==> src/rtl/tick_pkg.sv <==
// rtl/tick_pkg.sv - shared constants and types for the tick scheduler
package tick_pkg;

  localparam int NUM_CH_DFLT = 4;
  localparam int CH_W = $clog2(NUM_CH_DFLT);

  typedef enum logic {
    IDLE,
    OFFER
  } state_t;

endpackage

==> src/rtl/rr_arbiter.sv <==
// rtl/rr_arbiter.sv - combinational round-robin pick of the first pending channel at or after ptr
module rr_arbiter
  import tick_pkg::*;
#(
  parameter int N = NUM_CH_DFLT,
  parameter int W = CH_W
) (
  input  logic [N-1:0] pending,
  input  logic [W-1:0] ptr,
  output logic         any,
  output logic [W-1:0] idx
);

  // Descending loops leave the lowest qualifying index as the final assignment:
  // first search [ptr, N-1], then wrap to [0, ptr-1].
  always_comb begin
    any = 1'b0;
    idx = '0;
    for (int j = N - 1; j >= 0; j--) begin
      if (pending[j] && (j >= int'(ptr))) begin
        any = 1'b1;
        idx = W'(j);
      end
    end
    if (!any) begin
      for (int j = N - 1; j >= 0; j--) begin
        if (pending[j]) begin
          any = 1'b1;
          idx = W'(j);
        end
      end
    end
  end

endmodule

==> src/rtl/tick_scheduler.sv <==
// rtl/tick_scheduler.sv - prescaled periodic tick channels arbitrated onto one grant handshake
module tick_scheduler
  import tick_pkg::*;
#(
  parameter int NUM_CH  = NUM_CH_DFLT,
  parameter int PRESC_W = 17,
  parameter int PER_W   = 6,
  localparam int IW     = $clog2(NUM_CH)
) (
  input  logic                    clk,
  input  logic                    rst,
  input  logic                    pause,
  input  logic [NUM_CH*PER_W-1:0] period,
  input  logic                    upd_ready,
  input  logic                    ovr_clr,
  output logic                    base_tick,
  output logic                    grant_valid,
  output logic [IW-1:0]           grant_id,
  output logic [NUM_CH-1:0]       overrun
);

  logic [PRESC_W-1:0] presc;
  logic [PER_W-1:0]   cnt [NUM_CH];
  logic [NUM_CH-1:0]  fire;
  logic [NUM_CH-1:0]  pending;
  logic [NUM_CH-1:0]  acc_vec;
  logic               accept;
  logic               arb_any;
  logic [IW-1:0]      arb_idx;
  logic [IW-1:0]      rr_ptr;
  logic [IW-1:0]      rr_n;
  logic [IW-1:0]      gid_n;
  logic               gv_n;
  state_t             state;
  state_t             state_n;

  assign base_tick = (&presc) & ~pause;
  assign accept    = (state == OFFER) & upd_ready;

  always_comb begin
    fire    = '0;
    acc_vec = '0;
    for (int i = 0; i < NUM_CH; i++) begin
      fire[i]    = base_tick && (period[i*PER_W +: PER_W] != '0) && (cnt[i] == '0);
      acc_vec[i] = accept && (grant_id == IW'(i));
    end
  end

  always_ff @(posedge clk) begin
    if (rst) begin
      presc <= '0;
    end else if (!pause) begin
      presc <= presc + 1'b1;
    end
  end

  // A disabled channel is parked at zero so it fires on the first tick after enable.
  always_ff @(posedge clk) begin
    if (rst) begin
      for (int i = 0; i < NUM_CH; i++) cnt[i] <= '0;
    end else if (base_tick) begin
      for (int i = 0; i < NUM_CH; i++) begin
        if (period[i*PER_W +: PER_W] == '0) begin
          cnt[i] <= '0;
        end else if (cnt[i] == '0) begin
          cnt[i] <= period[i*PER_W +: PER_W] - 1'b1;
        end else begin
          cnt[i] <= cnt[i] - 1'b1;
        end
      end
    end
  end

  always_ff @(posedge clk) begin
    if (rst) begin
      pending <= '0;
      overrun <= '0;
    end else begin
      pending <= (pending & ~acc_vec) | fire;
      overrun <= (ovr_clr ? '0 : overrun) | (fire & pending & ~acc_vec);
    end
  end

  rr_arbiter #(
    .N(NUM_CH),
    .W(IW)
  ) u_arb (
    .pending(pending),
    .ptr    (rr_ptr),
    .any    (arb_any),
    .idx    (arb_idx)
  );

  always_ff @(posedge clk) begin
    if (rst) begin
      state       <= IDLE;
      grant_valid <= 1'b0;
      grant_id    <= '0;
      rr_ptr      <= '0;
    end else begin
      state       <= state_n;
      grant_valid <= gv_n;
      grant_id    <= gid_n;
      rr_ptr      <= rr_n;
    end
  end

  always_comb begin
    state_n = state;
    gv_n    = grant_valid;
    gid_n   = grant_id;
    rr_n    = rr_ptr;
    case (state)
      IDLE: begin
        if (arb_any) begin
          state_n = OFFER;
          gv_n    = 1'b1;
          gid_n   = arb_idx;
        end
      end
      OFFER: begin
        if (upd_ready) begin
          state_n = IDLE;
          gv_n    = 1'b0;
          rr_n    = (grant_id == IW'(NUM_CH - 1)) ? '0 : grant_id + IW'(1);
        end
      end
      default: state_n = IDLE;
    endcase
  end

endmodule

==> config.mk <==
export PLATFORM = sky130hd
export DESIGN_NAME = tick_scheduler
export DESIGN_NICKNAME = d
export VERILOG_FILES = /design/src/rtl/tick_pkg.sv /design/src/rtl/rr_arbiter.sv /design/src/rtl/tick_scheduler.sv
export SDC_FILE = /design/constraint.sdc
export NUM_CORES = 1
export LEC_CHECK = 0
export ABC_AREA = 1
export BUFFER_PORTS_ARGS = -buffer_cell sky130_fd_sc_hd__clkbuf_2
export CAP_MARGIN = 20
export CORE_AREA = 2 2 93 68
export DETAILED_ROUTE_END_ITERATION = 6
export DIE_AREA = 0 0 95 70
export PLACE_DENSITY = 0.89
export REMOVE_ABC_BUFFERS = 1
export SYNTH_ARGS = -nofsm -noshare
export SYNTH_HDL_FRONTEND = slang
export SYNTH_SLANG_ARGS = --single-unit
==> constraint.sdc <==
create_clock -name clk -period 2.5 [get_ports clk]
set_input_delay 0.5 -clock clk [delete_from_list [all_inputs] [get_ports clk]]
set_output_delay 0.5 -clock clk [all_outputs]
set_load 0.01 [all_outputs]
==> out/summary.txt, run 1 <==
Slowest CP cell: dfxtp_1
Area Overhead vs Synth: 11.5%
Post-Syn Area: 3300 um^2
Largest family of logic cells by synthesized area: simple AND/OR/NAND/NOR gates
Post-synth top flop: dfxtp_1
Power Density: 444 nW/um^2
Pin count of the biggest net entering global routing: 20
Clock Tree Buf Depth: 2
WL met2: 3.32 mm
Synth top area share: 0.219
CP max stage delay: 0.38 ns
Clock root cell: clkbuf_8
Post-Syn Area per Cell: 7.59 um^2
Wire length per cell: 12.5 um
Die H: 70 um
Die ar.: 6650 um^2
DR WL met3: 306 um
RePlAce Congestion: 0.902
Clk_skew: 0.0175 ns
Worst relative slew slack: 0.745
Worst setup margin: 0.149 ns
# port buffers: 36
Switching part of the total: 0.251
CTS tree: done
DRT iter0 DRCs: 176
Global-route wire length before repair: 11.5 mm
Routed via count: 2957
Seq pwr share: 0.597
Synth Warn #: 0
Number of global-route vias before repair: 2594
Lkg Pwr: 1.62 nW
Post-DRT Antenna Nets: 0
Drt pass-1 iters: 5
Slew @ Worst Pin: 0.379 ns
Comb pwr share: 0.101
Dpl hpwl: 5.39 mm
Mux share of post-synthesis cell area: 0
Setup Buffers After CTS: 0
Netlist cell types: 30
Via-per-instance ratio: 5.32
Slew Limit Fails: 0
Period Utilization, post-route: 0.941
Critical path origin: presc[0]
Yosys top cell by area: edfxtp_1
H-Tree Depth: 2
Post-synthesis cell count: 434
FF-to-FF End: cnt[1][2]
Clock network fraction of design power: 0.301
Ant. Diodes: 0
Worst EP arrival: 1.85 ns
CTS Buf Count: 5
CP top delay family: simple AND/OR/NAND/NOR gates
Initial antenna violation count: 0
Layout cells sized above 1: 0.136
WL final: 6.98 mm
Kind of start point of the critical path: register
Fmax: 0.425 GHz
FF-to-FF path depth: 12
XOR/XNOR Fraction of Synth Area: 0.0691
Placed Instances: 548
Critical path depth: 9
Compound-Gate Fraction of Synth Area: 0.0991
Final #Nets: 521
Most instantiated library cell after synthesis: nand2_1
Setup TNS: 0 ns
Post-synth EDFFs: 24
GRT Overall Usage: 0.217
Status: completed
Reg-to-reg slack, setup: 0.37 ns
Final Hold Vio Count: 0
Worst VDD drop: 0.000302 V
Synth top cells by count: nand2_1, inv_1, nor2_1
Initial Util: 0.557
Final Setup Violations: 0
Synth area leaders: edfxtp_1, dfxtp_1, nand2_1
Crit path kind: register to output pin
Core area: 5920 um^2
Skew-Pair Late Insertion Delay: 0.32 ns
Worst Path Required: 2.00 ns
Critical path fanouts, max: 3
Die X: 95 um
CP Cell Sequence: ha_1 -> nand2_1 -> inv_1 -> nand3_1 -> nor3b_2 -> ha_1 -> nand2_4 -> inv_1 -> clkbuf_2
Total gr overflow: 0
Setup WS pre-CTS: 0.270 ns
Detailed-route DRC error count: 0
P_sw: 0.000409 W
Clock slew at reported path FFs: 0.08 ns
RSZ-0062 raised after global routing: false
R2r startpoint: presc[0]
Worst Path Buf+Inv: 3
Synth async-reset ratio: 0
Synth Register Bits: 55
Internal Power: 0.00122 W
Max Used Layer: met4
Max cap viols: 0
Post-Synth Adder-Cell Area: 0.0569
Register area share after synthesis: 0.407
Post-Synth Simple-Gate Area: 0.271
Worst setup EP type: output pin
Routed metal-1 wire length: 3.25 mm
Period minus WS final: 2.35 ns
Number of non-filler instances in the completed layout: 556
Clock sinks: 55
Num ports: 37
Rows: 24
Hold Crit Class: register to register
Worst Setup EP: base_tick
==> cell type report <==
type | count | area [um^2]
Timing Repair Buffer | 39 | 203
Clock inverter | 1 | 7.51
Tap cell | 78 | 97.6
Multi-Input combinational cell | 295 | 1640
Clock buffer | 7 | 76.3
Fill cell | 517 | 2240
Inverter | 81 | 305
Sequential cell | 55 | 1340
==> what timing repair did <==
action                     4_1_cts  5_1_grt
gates resized for setup          0        2
setup endpoints to repair        0        1
hold buffers                     0        0
==> placed cells by master (no fill, tap or decap), drive strengths merged, types with 9 or more instances in the layout <==
| cell | netlist | final |
|---|---|---|
| nand2 | 84 | 84 |
| inv | 80 | 80 |
| edfxtp | 24 | 24 |
| nor3 | 11 | 11 |
| o21ai | 42 | 42 |
| ha | 15 | 15 |
| dfxtp | 31 | 31 |
| xor2 | 17 | 17 |
| a21oi | 15 | 15 |
| nand4 | 12 | 12 |
| clkbuf | 0 | 43 |
| xnor2 | 9 | 9 |
| nand3 | 30 | 30 |
| nor2 | 49 | 49 |
==> routing by layer <==
metal | vias up | GRT usage
li1 | 1489 | -
met4 | 0 | 0.0612
met1 | 1379 | 0.298
met5 | - | 0
met2 | 79 | 0.352
met3 | 10 | 0.0378
==> logic make-up after synthesis <==
group / count (synthesis)
compound gates: 63
xor+xnor: 26
fa+ha+maj: 15
flops: 55
buf+inv: 84
simple gates: 191
==> metrics by stage <==
step	util	total power, W	hold WS, ns	instance area (um^2)
floorplan	-	0.00109	0.421	3280
detailed placement	0.605	0.00116	0.439	3580
global placement	0.605	0.00115	0.433	3580
global route	0.621	0.00169	0.493	3670
finish	0.621	0.00163	0.451	3670
CTS	0.620	0.00163	0.451	3660
==> power by group through the flow <==
| stage | Sequential (W) | Clock (W) | Combinational (W) |
|---|---|---|---|
| global route | 0.000978 | 0.000529 | 0.000186 |
| CTS | 0.000975 | 0.000492 | 0.000165 |
| finish | 0.000975 | 0.000491 | 0.000165 |
| floorplan | 0.000992 | 0 | 0.000101 |
| detailed placement | 0.000996 | 0 | 0.000163 |
| global placement | 0.000994 | 0 | 0.000157 |
==> worst min-delay path: stages (launching register included) <==
cell     delay [ns]
dfxtp_1        0.32
inv_1          0.05
a21oi_1        0.05
==> flip-flops by register name (all words and copies together) (netlist names) <==
signal	cells
grant_valid	1
grant_id	2
pending	4
cnt	24
rr_ptr	2
state	1
overrun	4
presc	17
==> worst min-delay path by stage <==
| stage | start | to | slack, ns | depth (start not counted) |
|---|---|---|---|---|
| floorplan | presc[14] | presc[14] | 0.42 | 2 |
| global placement | presc[14] | presc[14] | 0.43 | 2 |
| detailed placement | presc[14] | presc[14] | 0.44 | 2 |
| CTS | presc[14] | presc[14] | 0.45 | 2 |
| global route | upd_ready | rr_ptr[1] | 0.49 | 3 |
| finish | presc[14] | presc[14] | 0.45 | 2 |
No activity file was read; power rests on OpenSTA's default activity.
==> inputs of run 2 (changes only) <==
Settings changed: SYNTH_HIERARCHICAL from default to 1.
==> out/summary.txt, run 2 <==
Status: completed
CP Cell Sequence: ha_1 -> nand4_1 -> nor4_1 -> ha_1 -> nand2_4 -> inv_1 -> clkbuf_2
Clock network fraction of design power: 0.307 (+0.006)
Synth top area share: 0.215 (-0.00319)
Resized cells post-CTS: 0 (unchanged)
Post-synth EDFFs: 24 (unchanged)
FF-to-FF End: cnt[0][2]
Routed via count: 2857 (-3.4%)
Final Setup Violations: 0 (unchanged)
Synth async-reset ratio: 0 (unchanged)
Wire length per cell: 12.4 um (-1.4%)
Kind of start point of the critical path: register
Rows: 24 (unchanged)
RSZ-0062 raised after global routing: false
Drt pass-1 iters: 5 (unchanged)
Via-per-instance ratio: 5.11 (-3.9%)
Area Overhead vs Synth: 11.3%
Initial Util: 0.565 (+0.00825)
Reg-to-reg slack, setup: 0.44 ns (+0.07 ns)
Initial antenna violation count: 0 (unchanged)
P_sw: 0.000418 W (+2.2%)
Slowest CP cell: dfxtp_1
Core area: 5920 um^2 (unchanged)
Worst EP arrival: 1.80 ns (-0.05 ns)
Switching part of the total: 0.255 (+0.00378)
Clock root cell: clkbuf_8
CTS Buf Count: 5 (unchanged)
Post-layout util: 0.629 (+0.00804)
Critical path fanouts, max: 3 (unchanged)
Slew Limit Fails: 0 (unchanged)
Skew-Pair Late Insertion Delay: 0.32 ns (about the same)
DRT iter0 DRCs: 228 (+30%)
Register area share after synthesis: 0.401 (-0.00594)
Worst Setup EP: base_tick
Hold Crit Class: register to register
Post-synth top flop: dfxtp_1
Worst Path Required: 2.00 ns (about the same)
# port buffers: 36 (unchanged)
Hold_buf cts: 0 (unchanged)
Post-DRT Antenna Nets: 0 (unchanged)
Post-synthesis cell count: 437 (+0.69%)
Synth Register Bits: 55 (unchanged)
Top Usage Layer GRT: met2
CP max stage delay: 0.39 ns (about the same)
Synth Warn #: 6 (+6)
Period Utilization, post-route: 0.922 (-0.0188)
Worst setup margin: 0.196 ns (+0.0469 ns)
Top reg by flops: cnt
Lkg Pwr: 1.60 nW (-1.5%)
Netlist cell types: 31 (+3.3%)
Internal Power: 0.00122 W (+0.15%)
Setup WS pre-CTS: 0.405 ns (+0.135 ns)
GRT Overall Usage: 0.222 (+0.00561)
Critical path origin: presc[0]
Clk_skew: 0.0165 ns (-0.00100 ns)
Crit path kind: register to output pin
Total gr overflow: 0 (unchanged)
Ant. Diodes: 0 (unchanged)
H-Tree Depth: 2 (unchanged)
Worst relative slew slack: 0.683 (-0.0621)
Die H: 70 um (unchanged)
Die X: 95 um (unchanged)
Clock slew at reported path FFs: 0.10 ns (+0.02 ns)
Post-Syn Area per Cell: 7.65 um^2 (+0.78%)
Most used cell, CP: ha_1
Number of global-route vias before repair: 2675 (+3.1%)
Most instantiated library cell after synthesis: nand2_1
Yosys top cell by area: edfxtp_1
Die ar.: 6650 um^2 (unchanged)
Post-Syn Area: 3340 um^2 (+1.5%)
Clock Tree Buf Depth: 2 (unchanged)
Global-route wire length before repair: 11.7 mm (+1.9%)
Setup Buffers After CTS: 0 (unchanged)
GR Layer Usage met2: 0.378 (+0.0260)
Final Hold Vio Count: 0 (unchanged)
Seq pwr share: 0.592 (-0.005)
Comb pwr share: 0.102 (about the same)
RePlAce Congestion: 0.919 (+1.8%)
WL final: 6.91 mm (-0.92%)
Fmax: 0.434 GHz (+2.0%)
R2r startpoint: presc[0]
DP Area: 3630 um^2 (+1.3%)
Commonest non-fill, non-tap cell in the layout: nand2_1
Setup TNS: 0 ns (unchanged)
Num ports: 37 (unchanged)
Pin count of the biggest net entering global routing: 25 (+25%)
Final #Nets: 524 (+0.58%)
FF-to-FF path depth: 10 (-2)
Global Route met3 Usage: 0.0539 (+0.0162)
Biggest regs: cnt (24), presc (17)
Clock sinks: 55 (unchanged)
Synth area leaders: edfxtp_1, dfxtp_1, nand2_1
Design Area, Final: 3720 um^2 (+1.3%)
Most frequent cells in the layout: nand2_1, inv_1, nor2_1
CTS tree: done
Slew @ Worst Pin: 0.475 ns (+0.0955 ns)
Worst setup EP type: output pin
Synth top cells by count: nand2_1, inv_1, nor2_1
Largest register FFs: 24 (unchanged)
Dpl hpwl: 5.35 mm (-0.73%)
M1 GR Usage: 0.286 (-0.0122)
Fill count: 493 (-4.6%)
Detailed-route DRC error count: 0 (unchanged)
Period minus WS final: 2.30 ns (-0.0469 ns)
Worst VDD drop: 0.000339 V (+12%)
Power Density: 441 nW/um^2 (-0.63%)
Placed Instances: 551 (+0.55%)
Layout cells sized above 1: 0.162 (+0.0262)
Number of non-filler instances in the completed layout: 559 (+0.54%)
Max cap viols: 0 (unchanged)
run 2: changes by cell type after synthesis, sizes merged, moves of 4 or more:
cell	change
nand3	-18
inv	+4
nand2	+11
nor2	+13
run 2: kinds of logic after synthesis:
logic type / share of synthesized area
xor gates and xnor gates: 0.0707
adders and majority gates: 0.0561
AOI/OAI and AO/OA: 0.0991
buffers and inverters: 0.0973
and+or+nand+nor: 0.276
DFF: 0.401
run 2: power groups by stage:
stage                     clock network (W)  registers, W  logic (W)
final                              0.000504      0.000972   0.000167
after global routing               0.000549      0.000975   0.000188
after CTS                          0.000509      0.000972   0.000166
after detailed placement                  0      0.000993   0.000164
after global placement                    0      0.000991   0.000157
after floorplan                           0      0.000989   0.000101
run 2: layout make-up:
type | count | area (um^2) | area share
inverter | 84 | 315 | 0.0847
clock buffer | 6 | 72.6 | 0.0195
clock inverter | 2 | 17.5 | 0.00471
timing repair buffer | 38 | 195 | 0.0524
sequential | 55 | 1340 | 0.360
multi-input combinational | 296 | 1680 | 0.452
tap | 78 | 97.6 | 0.0262
run 2: worst min path at each step:
| stage | start | slack [ns] | to | cells after the start |
|---|---|---|---|---|
| final | presc[8] | 0.47 | presc[8] | 1 |
| after global routing | period[0] | 0.50 | cnt[0][0] | 2 |
| after CTS | presc[8] | 0.47 | presc[8] | 1 |
| after detailed placement | presc[8] | 0.45 | presc[8] | 1 |
| after global placement | presc[8] | 0.44 | presc[8] | 1 |
| after floorplan | presc[8] | 0.42 | presc[8] | 1 |
run 2: stage by stage:
| stage | hold WS [ns] | total power, W |
|---|---|---|
| 4_1_cts | 0.466 | 0.00165 |
| 3_5_place_dp | 0.451 | 0.00116 |
| 2_1_floorplan | 0.423 | 0.00109 |
| 6_report | 0.466 | 0.00164 |
| 5_1_grt | 0.498 | 0.00171 |
| 3_3_place_gp | 0.441 | 0.00115 |
run 2: worst max-delay path, delay by kind of cell, from the launching register on:
kind,cells,cell delay (ns)
adders and majority gates,2,0.46
buffers and inverters,2,0.19
DFF,1,0.39
and+or+nand+nor,3,0.43
run 2: metal layers:
layer  share of wire  up-vias
met3           0.041        9
met2            0.49       44
li1                -     1473
met1            0.45     1331
met4           0.012        0
met5               0        -
